**config.mk**
```make
export PLATFORM = sky130hd
export DESIGN_NAME = octal_display_scanner
export DESIGN_NICKNAME = d
export VERILOG_FILES = /design/src/rtl/octal_display_scanner.sv
export SDC_FILE = /design/constraint.sdc
export NUM_CORES = 1
export LEC_CHECK = 0
export CORE_MARGIN = 4
export CORE_UTILIZATION = 58
export CTS_CLUSTER_SIZE = 16
export DETAILED_ROUTE_END_ITERATION = 16
export PLACE_DENSITY = 0.83
export SETUP_SLACK_MARGIN = 0.1
export SYNTH_ARGS = -nofsm -noshare
export SYNTH_HDL_FRONTEND = slang
export SYNTH_SLANG_ARGS = --single-unit
```
**constraint.sdc**
```tcl
create_clock -name clk -period 2.6 [get_ports clk]
set_input_delay 0.39 -clock clk [delete_from_list [all_inputs] [get_ports clk]]
set_output_delay 0.39 -clock clk [all_outputs]
set_load 0.02 [all_outputs]
```
**src/rtl/octal_display_scanner.sv**
```systemverilog
// octal_display_scanner
//   Feeds the shared 7-segment decoder. An 8-bit value is latched from the
//   datapath, split into three octal digits and scanned one digit at a time
//   onto a single 4-bit digit code, with active-low anode enables per digit.
//   A newly loaded value only reaches the display at a frame boundary, so one
//   frame never mixes digits of an old and a new value.
//
// Ports
//   clk        system clock, rising edge
//   rst_n      asynchronous active-low reset
//   load       single-cycle strobe, captures value
//   value      binary value to display
//   count      digit code to the segment decoder (always 0..7)
//   anode      digit enables, active low, bit i = octal digit i
//   digit_idx  digit currently being scanned (0..2)
//   pending    a loaded value is waiting for the frame boundary
//
// Digit scan register
//   digit_idx | meaning
//   0         | low octal digit, disp_reg[2:0], never blanked
//   1         | middle octal digit, disp_reg[5:3]
//   2         | top octal digit, disp_reg[7:6]; its tick is the frame boundary
//   3         | unreachable, recovers to 0 on the next tick
module octal_display_scanner #(
  parameter int PRESCALE      = 50000,
  parameter bit BLANK_LEADING = 1'b1
) (
  input  logic       clk,
  input  logic       rst_n,
  input  logic       load,
  input  logic [7:0] value,
  output logic [3:0] count,
  output logic [2:0] anode,
  output logic [1:0] digit_idx,
  output logic       pending
);

  localparam int              PW      = (PRESCALE > 2) ? $clog2(PRESCALE) : 1;
  localparam logic [PW-1:0]   PS_LAST = PW'(PRESCALE - 1);

  logic [PW-1:0] prescaler;
  logic          tick;
  logic          frame_end;
  logic [7:0]    disp_reg;
  logic [7:0]    pend_reg;
  logic [2:0]    digit;

  assign tick      = (prescaler == PS_LAST);
  assign frame_end = tick && (digit_idx == 2'd2);

  always_ff @(posedge clk or negedge rst_n) begin
    if (!rst_n) begin
      prescaler <= '0;
    end else if (tick) begin
      prescaler <= '0;
    end else begin
      prescaler <= prescaler + 1'b1;
    end
  end

  always_ff @(posedge clk or negedge rst_n) begin
    if (!rst_n) begin
      digit_idx <= 2'd0;
    end else if (tick) begin
      case (digit_idx)
        2'd0:    digit_idx <= 2'd1;
        2'd1:    digit_idx <= 2'd2;
        default: digit_idx <= 2'd0;
      endcase
    end
  end

  // A strobe landing exactly on the frame boundary goes straight to the
  // display and supersedes anything older still parked in pend_reg.
  always_ff @(posedge clk or negedge rst_n) begin
    if (!rst_n) begin
      disp_reg <= 8'd0;
      pend_reg <= 8'd0;
      pending  <= 1'b0;
    end else if (load) begin
      pend_reg <= value;
      if (frame_end) begin
        disp_reg <= value;
        pending  <= 1'b0;
      end else begin
        pending  <= 1'b1;
      end
    end else if (frame_end && pending) begin
      disp_reg <= pend_reg;
      pending  <= 1'b0;
    end
  end

  // Pure decode of registered state, so count and anode switch together
  // with digit_idx and carry no glitches from the load path.
  always_comb begin
    digit = 3'd0;
    anode = 3'b111;
    case (digit_idx)
      2'd0: begin
        digit = disp_reg[2:0];
        anode = 3'b110;
      end
      2'd1: begin
        digit = disp_reg[5:3];
        anode = (BLANK_LEADING && (disp_reg[7:3] == 5'd0)) ? 3'b111 : 3'b101;
      end
      2'd2: begin
        digit = {1'b0, disp_reg[7:6]};
        anode = (BLANK_LEADING && (disp_reg[7:6] == 2'd0)) ? 3'b111 : 3'b011;
      end
      default: begin
        digit = 3'd0;
        anode = 3'b111;
      end
    endcase
  end

  // Bit 3 is tied low so the decoder never falls into its default pattern.
  assign count = {1'b0, digit};

endmodule

```
==> flow_summary_export.csv <==
group,metric,value,unit
global_route,use_met1,25.7,%
yosys,syn_area_per_cell,12.4,µm²
placed_design,dp_hpwl,2.31,mm
critical_path,reg2reg_depth,5,
layout,layoutNonFillerInstCount,184,
yosys,synthArstFlopShare,100,%
yosys,ys_types,32,
yosys,synth.area.top_cells,"dfrtp_1, mux2_4, mux2_2, xnor2_1, xor2_1",
global_route,grt_pass1_vias,1144,
layout,diodes,0,
cts,cts_buffers,5,
drt,firstDrtPassIters,4,
yosys,yosysTopAreaCell,"dfrtp_1",
sta,fin_ws,254,ps
yosys,synth_warnings,0,
yosys,synth_cells,130,
die,rows,18,
die,initial_core_util,62.6,%
sta,drv_slew,0,
global_route,grt.total_usage,20.3,%
pwr,leakage,0.886,nW
cts,htree_levels,2,
global_route,grtUsageMet2,33.0,%
yosys,yosysMostFrequentCell,"dfrtp_1",
cts,postCtsHoldBufs,0,
drt,first_iter_violations,35,
drt,antenna_left,0,
layout,num-fill-cells,183,
critical_path,arrival,1960,ps
critical_path,r2r_start,"prescaler[0]$_DFF_PN0_",
yosys,synth_area,1610,µm²
global_route,antenna_found_initial,0,
hold_path,hp-class,"input port to asynchronous set/reset pin",
critical_path,cp-end-kind,"output port",
yosys,yosysSeqAreaShare,54.5,%
critical_path,regToRegSetupSlack,770,ps
placed_design,dp.cells,176,
global_route,busiest_layer,"met2",
cts,cts_root_buf,"clkbuf_4",
pwr,power_density,474,nW/µm²
yosys,synth.net_count,142,
cts,clock-sinks,35,
pwr,power,890,µW
layout,final_util,73.1,%
global_route,grt_pass1_wl,5.30,mm
yosys,synth_seq_cells,35,
die,die_h,60.7,µm
yosys,ys.flop_type,"dfrtp_1",
critical_path,critPathKind,"flip-flop to output port",
critical_path,critPathMaxFanout,8,
yosys,synth_edf_count,0,
sta,setup_viol,0,
sta,fmax,426,MHz
drt,wl,3.14,mm
die,die_w,60.7,µm
job,cap_violations,0,
sta,timing.final.crit_period,2350,ps
cts,clkLatencyLatePin,340,ps
sta,hold_violations,0,
critical_path,worstSetupStartpoint,"digit_idx[1]$_DFFE_PN0N_",
layout,fin_nets,165,
outcome,status,"finished clean",
critical_path,rr_endpoint,"disp_reg[1]$_DFFE_PN0P_",
cts,cts_tree,"yes",
cts,clock_path_buffers,2,
global_route,grt_use_met3,5.11,%
die,core_area,2570,µm²
drt,drc,0,
sta,setup-tns-final,0,ps
layout,area_growth_syn_to_layout,16.8,%
global_route,grt_overflow,0,
die,die-area,3680,µm²
die,io_pins,21,
placed_design,dp_slack,509,ps
sta,period_share,90.2,%
drt,routedWlPerCell,17.1,µm
sta,skew,8.94,ps
critical_path,crit_path_end,"anode[2]",
placed_design,io_buffers,19,
drt,drt-vias-per-instance,5.82,
global_route,grt_max_degree,36,
layout,largest_reg_flops,16,
sta,rsz0062_at_grt,"true",
yosys,synth_commonest_cells,"dfrtp_1, nor2_1, mux2_2",
critical_path,cp_data_required_time,2210,ps
cts,cts.clk_slew.worst_paths,100,ps
pwr,vdd_ir_drop_max,0.514,mV
critical_path,cp-start-kind,"flip-flop",
placed_design,gp_congestion,0.827,
yosys,synth.top_cell.area_share,54.5,%
layout,drive_gt1_share,19.5,%
drt,vias,1071,
-- layout by cell type (no fill, tap or decap), types with 2 or more instances in the layout --
cell	count
dfrtp_1	35
clkdlybuf4s50_1	18
nor2_1	12
mux2_2	9
mux2_4	8
xnor2_1	7
nand4_1	6
xor2_1	6
nand2_1	5
o21ai_0	5
nand3_1	5
clkbuf_4	5
mux2i_1	4
nor2b_1	3
inv_1	2
and4_1	2
clkbuf_1	2
buf_4	2
-- power breakdown --
part,switching (mW),internal (mW)
Sequential,0.00358,0.556
Clock,0.175,0.105
Combinational,0.0235,0.0258
Total,0.202,0.687
-- cells by family after synthesis --
| kind of cell | after synthesis | synth area share, % |
|---|---|---|
| simple gates | 46 | 17.1 |
| compound gates | 6 | 1.87 |
| xor+xnor | 13 | 7.08 |
| other cells | 1 | 0.233 |
| flops | 35 | 54.5 |
| fa+ha+maj | 1 | 0.778 |
| mux | 21 | 16.3 |
| buf+inv | 7 | 2.18 |
-- area by class of cell --
type / count / area, µm² / share of cell area [%]
Clock buffer: 7 / 45.0 / 2.40
Clock inverter: 1 / 5.00 / 0.266
Inverter: 2 / 7.51 / 0.400
Multi-Input combinational cell: 88 / 699 / 37.2
Sequential cell: 35 / 876 / 46.6
Tap cell: 30 / 37.5 / 2.00
Timing Repair Buffer: 21 / 208 / 11.1
-- repair_timing --
item	CTS	global route
setup buffers	0	0
resized for setup	0	2
setup endpoints to repair	0	3
-- metrics by stage --
step,instance area [µm²],hold slack (ps)
final,1880,445
after global routing,1880,469
after CTS,1870,449
after detailed placement,1820,485
after global placement,1820,468
after floorplan,1610,94.4
-- critical path, cell delays in order (launching register included) --
cell	delay (ps)
dfrtp_1	540
nor2b_1	370
o21ai_0	150
clkdlybuf4s50_1	560
-- routing by layer --
| layer | vias up | routed length (µm) |
|---|---|---|
| met2 | 25 | 1540 |
| li1 | 496 | - |
| met5 | - | 0 |
| met1 | 545 | 1420 |
| met4 | 0 | 29 |
| met3 | 5 | 147 |
-- how the worst min path moves through the flow --
stage,start,to,slack (ps),depth (start not counted)
2_1_floorplan,rst_n,digit_idx[0]$_DFFE_PN0N_,90,0
3_5_place_dp,pend_reg[6]$_DFFE_PN0P_,pend_reg[6]$_DFFE_PN0P_,480,1
5_1_grt,rst_n,prescaler[6]$_DFF_PN0_,470,2
3_3_place_gp,prescaler[0]$_DFF_PN0_,prescaler[0]$_DFF_PN0_,470,1
6_report,rst_n,prescaler[12]$_DFF_PN0_,440,2
4_1_cts,rst_n,prescaler[12]$_DFF_PN0_,450,2
Power figures use the tool's default switching activity.
==> variant 1: new RTL, config.mk and constraints unchanged <==
The parameter `BLANK_LEADING` goes from 1'b1 to 1'b0.
--- a/src/rtl/octal_display_scanner.sv
+++ b/src/rtl/octal_display_scanner.sv
@@ -24,5 +24,5 @@
 module octal_display_scanner #(
   parameter int PRESCALE      = 50000,
-  parameter bit BLANK_LEADING = 1'b1
+  parameter bit BLANK_LEADING = 1'b0
 ) (
   input  logic       clk,
Function: same outputs for any inputs over 10 cycles, from zero or initial values and one cycle with rst_n low; that may be too few to reach the edited logic, so the function may still have changed.
==> variant 1 against the original RTL <==
Worst setup slack better by 0.13 ns; sequential cell count stayed put; design area stayed put; sequential share of layout area stayed put; total power hardly changed; wire length is 8.4% lower; clock power is 8.2% lower; area after synthesis is 1.3% higher; sequential power is 1% higher; core utilization stayed put.
==> variant 1: results (changes against the original RTL) <==
* DR vias/cell at 5.60 (was 5.82)
* H-Tree Depth at 2 (unchanged)
* Worst setup startpoint: prescaler[0] (was digit_idx[1])
* Layout Skew at 0.0100 ns (was 0.00894 ns)
* Number of global-route vias before repair at 1,071 (was 1,144)
* Mapped Nets at 144 (was 142)
* First DRT Iteration DRCs at 14 (was 35)
* Compound-Gate Fraction of Synth Area at 1.54% (was 1.87%)
* Dpl hpwl at 2170 um (was 2310 um)
* Synth cell count leaders: 35 x dfrtp_1, 14 x nor2_1, 8 x mux2_2, 8 x mux2_4 (was 35 x dfrtp_1, 13 x nor2_1, 9 x mux2_2)
* Vias at 1,024 (was 1,071)
* Placer Congestion at 0.879 (was 0.827)
* Run status: finished, final reports clean (unchanged)
* Leakage at 0.000841 uW (was 0.000886 uW)
* Yosys warning count at 0 (unchanged)
* Seq/Total Area, Yosys at 53.8% (was 54.5%)
* Syn_area_per_cell at 12.3 sq um (was 12.4 sq um)
* Root buf cell: clkbuf_4 (unchanged)
* Multiplexer area fraction after synthesis at 14.7% (was 16.3%)
* First-pass GRT wire length at 5020 um (was 5300 um)
* Placed instance count at 177 (was 176)
* Share of cells above drive strength 1 at 19.6% (was 19.5%)
* Worst Path Arrival at 2.42 ns (was 1.96 ns)
* Hold Path Class: in -> async (unchanged)
* Adder-Cell Fraction of Synth Area at 0.768% (was 0.778%)
* Gr usage total at 19.0% (was 20.3%)
* Final #Nets at 166 (was 165)
* DR WL/cell at 15.7 um (was 17.1 um)
* VDD IR-drop max at 0.479 mV (was 0.514 mV)
* Comb pwr at 64.4 uW (was 49.3 uW)
* Async set or reset register ratio after synthesis at 100% (unchanged)
* Count of different cell masters after synthesis at 32 (unchanged)
* Filler cells at 182 (was 183)
* Int Power at 693 uW (was 687 uW)
* Clock share of power at 29.0% (was 31.5%)
* Hold_buf cts at 0 (unchanged)
* Ant diodes at 0 (unchanged)
* Initial antenna violation count at 0 (unchanged)
* 1st-pass router iterations at 4 (unchanged)
* Xor and xnor area share after synthesis at 6.99% (was 7.08%)
* Top cells by area, synth: dfrtp_1 54%, mux2_4 7.4%, mux2_2 5.5% (was dfrtp_1 54%, mux2_4 7.5%, mux2_2 6.3%)
==> variant 1: cell type report <==
cell class	count	area share (%)
Clock buffer	6	2.20
Inverter	2	0.400
Multi-Input combinational cell	89	37.8
Sequential cell	35	46.6
Tap cell	30	2.00
Timing Repair Buffer	21	10.9
==> variant 1: kinds of logic after synthesis <==
kind of cell | count (synthesis)
AND/OR/NAND/NOR | 50
buffers and inverters | 8
AO/OA/AOI/OAI | 5
other | 1
XOR/XNOR | 13
flip-flops | 35
adder cells (fa/ha/maj) | 1
multiplexers | 19
==> variant 1: final timing paths <==
path | slack [ns] | endpoint | cells after the start
max | 0.39 | disp_reg[3] | 5
min | 0.45 | pend_reg[7] | 2
max reg2reg | 0.39 | disp_reg[3] | 5
max in group asynchronous | 1.83 | disp_reg[3] | 2
min reg2reg | 0.50 | prescaler[0] | 1
min in group clk | 0.50 | prescaler[0] | 1
==> variant 1: per-stage QoR <==
stage               cell area [sq um]  worst slack [ns]  hold slack [ns]  total power [uW]  utilization (%)
finish                           1880             0.389            0.453               889             73.1
global route                     1880             0.210            0.487               928             73.1
global placement                 1840             0.496            0.466               639             71.5
detailed placement               1840             0.394            0.493               644             71.5
floorplan                        1630             0.673           0.0944               607                -
CTS                              1880             0.377            0.461               899             73.1
==> variant 1: metal layers <==
layer	vias to the layer above	share of wire (%)	track usage [%]
met5	-	0	0
met1	502	45	24.9
met4	0	1.5	6.19
li1	492	-	-
met2	24	48	30.2
met3	6	5.0	5.96
==> variant 1: worst max-delay path, cell delays in order (launching register included) <==
cell     delay, ns
dfrtp_1       0.40
ha_1          0.21
and4_1        0.34
nand4_4       0.16
or3_1         0.61
mux2_4        0.37
==> variant 2: new RTL, same settings <==
Without the edit above. Add an input register stage for `load` and `value`, without a reset; this delays them by one clock. Comments in the files are not updated.
--- a/src/rtl/octal_display_scanner.sv
+++ b/src/rtl/octal_display_scanner.sv
@@ -39,4 +39,12 @@
   localparam logic [PW-1:0]   PS_LAST = PW'(PRESCALE - 1);
 
+  logic load_q;
+  logic [7:0] value_q;
+
+  always_ff @(posedge clk) begin
+    load_q  <= load;
+    value_q <= value;
+  end
+
   logic [PW-1:0] prescaler;
   logic          tick;
@@ -78,8 +86,8 @@
       pend_reg <= 8'd0;
       pending  <= 1'b0;
-    end else if (load) begin
-      pend_reg <= value;
+    end else if (load_q) begin
+      pend_reg <= value_q;
       if (frame_end) begin
-        disp_reg <= value;
+        disp_reg <= value_q;
         pending  <= 1'b0;
       end else begin
Behaviour: not the same (Yosys sat finds a counterexample within 4 cycles, from zero or initial values and one cycle with rst_n low).
==> variant 2 against the original RTL <==
Sequential share of layout area increased by 5.0 points; maximum frequency increased by 0.62%; critical path type unchanged; worst setup slack improved by 0.014 ns; sequential power increased by 27%; largest cell class unchanged; first-iteration DRC count decreased by 46%; total power increased by 23%; global-route usage decreased by 2.4 points; combinational power decreased by 7.1%; worst hold slack got worse by 0.016 ns; area after synthesis increased by 10%; design area increased by 9.0%; wire length increased by 3.7%; sequential cell count increased by 9.
==> variant 2: results (changes against the original RTL) <==
* Final #Nets at 179 (was 165)
* Post-CTS Setup Inserts at 0 (unchanged)
* Number of global-route vias before repair at 1,163 (was 1,144)
* Top cells by area, synth: dfrtp_1 49%, dfxtp_1 10%, mux2_2 10% (was dfrtp_1 54%, mux2_4 7.5%, mux2_2 6.3%)
* Gr usage total at 18.0% (was 20.3%)
* Dpl cell area at 1980 sq um (was 1820 sq um)
* Post-CTS resize count at 1 (was 0)
* Slowest cell on the critical path: clkdlybuf4s50_1 (unchanged)
* R2R cell count at 4 (was 5)
* Buffer depth of the longest clock path at 2 (unchanged)
* First-pass GRT wire length at 5530 um (was 5300 um)
* Placer Congestion at 0.836 (was 0.827)
* Reg-to-Reg Start: prescaler[5] (was prescaler[0])
* Register bit total from synthesis at 44 (was 35)
* Met3 Track Usage GR at 5.86% (was 5.11%)
* Worst Path Arrival at 1.94 ns (was 1.96 ns)
* CTS buffer count at 5 (unchanged)
* Clock latency at the later pin of the worst-skew pair at 0.35 ns
* Dpl hpwl at 2390 um (was 2310 um)
* Run status: finished, final reports clean (unchanged)
* Seq/Total Area, Yosys at 59.6% (was 54.5%)
* VDD IR-drop max at 0.392 mV (was 0.514 mV)
* DR WL/cell at 16.4 um (was 17.1 um)
* First DRT Iteration DRCs at 19 (was 35)
* Count of different cell masters after synthesis at 34 (was 32)
* Worst setup startpoint: digit_idx[1] (unchanged)
* Share of cells above drive strength 1 at 17.9% (was 19.5%)
* DR vias/cell at 5.80 (was 5.82)
* Critical Path Max Stage Delay at 0.64 ns (was 0.56 ns)
* Clk slew on worst S/H paths at 0.12 ns (was 0.10 ns)
* Port-buffer cells at 19 (unchanged)
* Ant diodes at 0 (unchanged)
* H-Tree Depth at 2 (unchanged)
* Async set or reset register ratio after synthesis at 79.5% (was 100%)
* Met2 Use GR at 30.2% (was 33.0%)
* Yosys warning count at 0 (unchanged)
* Critical Path End: count[1] (was anode[2])
* Hold Path Class: in -> async (unchanged)
* Cell family with most CP delay: buffers and inverters (unchanged)
* Reg-to-reg slack, setup at 0.77 ns (about the same)
* Worst slack, placed at 0.486 ns (was 0.509 ns)
* Synth cell count leaders: 35 x dfrtp_1, 16 x mux2_2, 12 x nand2_1 (was 35 x dfrtp_1, 13 x nor2_1, 9 x mux2_2)
* Mapped Nets at 156 (was 142)
* GR Layer Usage met1 at 21.9% (was 25.7%)
* Tmin final at 2.33 ns (was 2.35 ns)
* Layout Skew at 0.00338 ns (was 0.00894 ns)
* Leakage at 0.000928 uW (was 0.000886 uW)
* Initial antenna violation count at 0 (unchanged)
* Pin count of the biggest net entering global routing at 36 (unchanged)
* R2R Path End: disp_reg[3] (was disp_reg[1])
variant 2: changes by cell type in the layout (fill, tap and decap cells not counted), sizes merged, moves of 2 or more:
| cell | delta |
|---|---|
| nand2 | +7 |
| nor2 | -3 |
| and4 | -2 |
| and4bb | +2 |
| nand4 | -2 |
| nor3 | +2 |
| dfxtp | +9 |
| o21ai | +3 |
variant 2: stage by stage:
stage	hold WS, ns	instances	power (uW)
2_1_floorplan	0.0944	144	738
3_3_place_gp	0.461	191	766
3_5_place_dp	0.475	191	770
4_1_cts	0.431	199	1110
5_1_grt	0.442	199	1150
6_report	0.429	199	1090
variant 2: final cells by class:
class	count	area, sq um
flip-flops and latches	44	1060
fillers	203	782
multi-input cells	95	689
repair buffers	20	196
clock buffers	7	55.1
well taps	31	38.8
clock inverters	1	7.51
inverters	1	3.75
variant 2: report_power, final:
group	internal [uW]	total [uW]	leakage, uW	switching (uW)
registers	701	709	0.000527	7.25
logic	25.4	45.8	0.000370	20.4
clock network	133	339	0.0000315	206
total	859	1090	0.000928	234
variant 2: per-layer routing:
metal / routed length (um) / share of wire [%]
met3: 166 / 5.1
met2: 1660 / 51
met1: 1410 / 43
met4: 29 / 0.89
met5: 0 / 0
variant 2: cell families after synthesis:
group                      Yosys count  share of synthesized area, %
buffers and inverters                5                          1.69
and+or+nand+nor                     52                          17.1
other                                1                         0.212
xor gates and xnor gates            11                          5.43
DFF                                 44                          59.6
AOI/OAI and AO/OA                   11                          3.46
muxes                               19                          11.9
adders and majority gates            1                         0.706
variant 2: worst reg2reg max path, delay by kind of cell, from the launching register on:
family | cells | cell delay (ns)
simple gates | 3 | 0.96
flops | 1 | 0.44
mux | 1 | 0.32
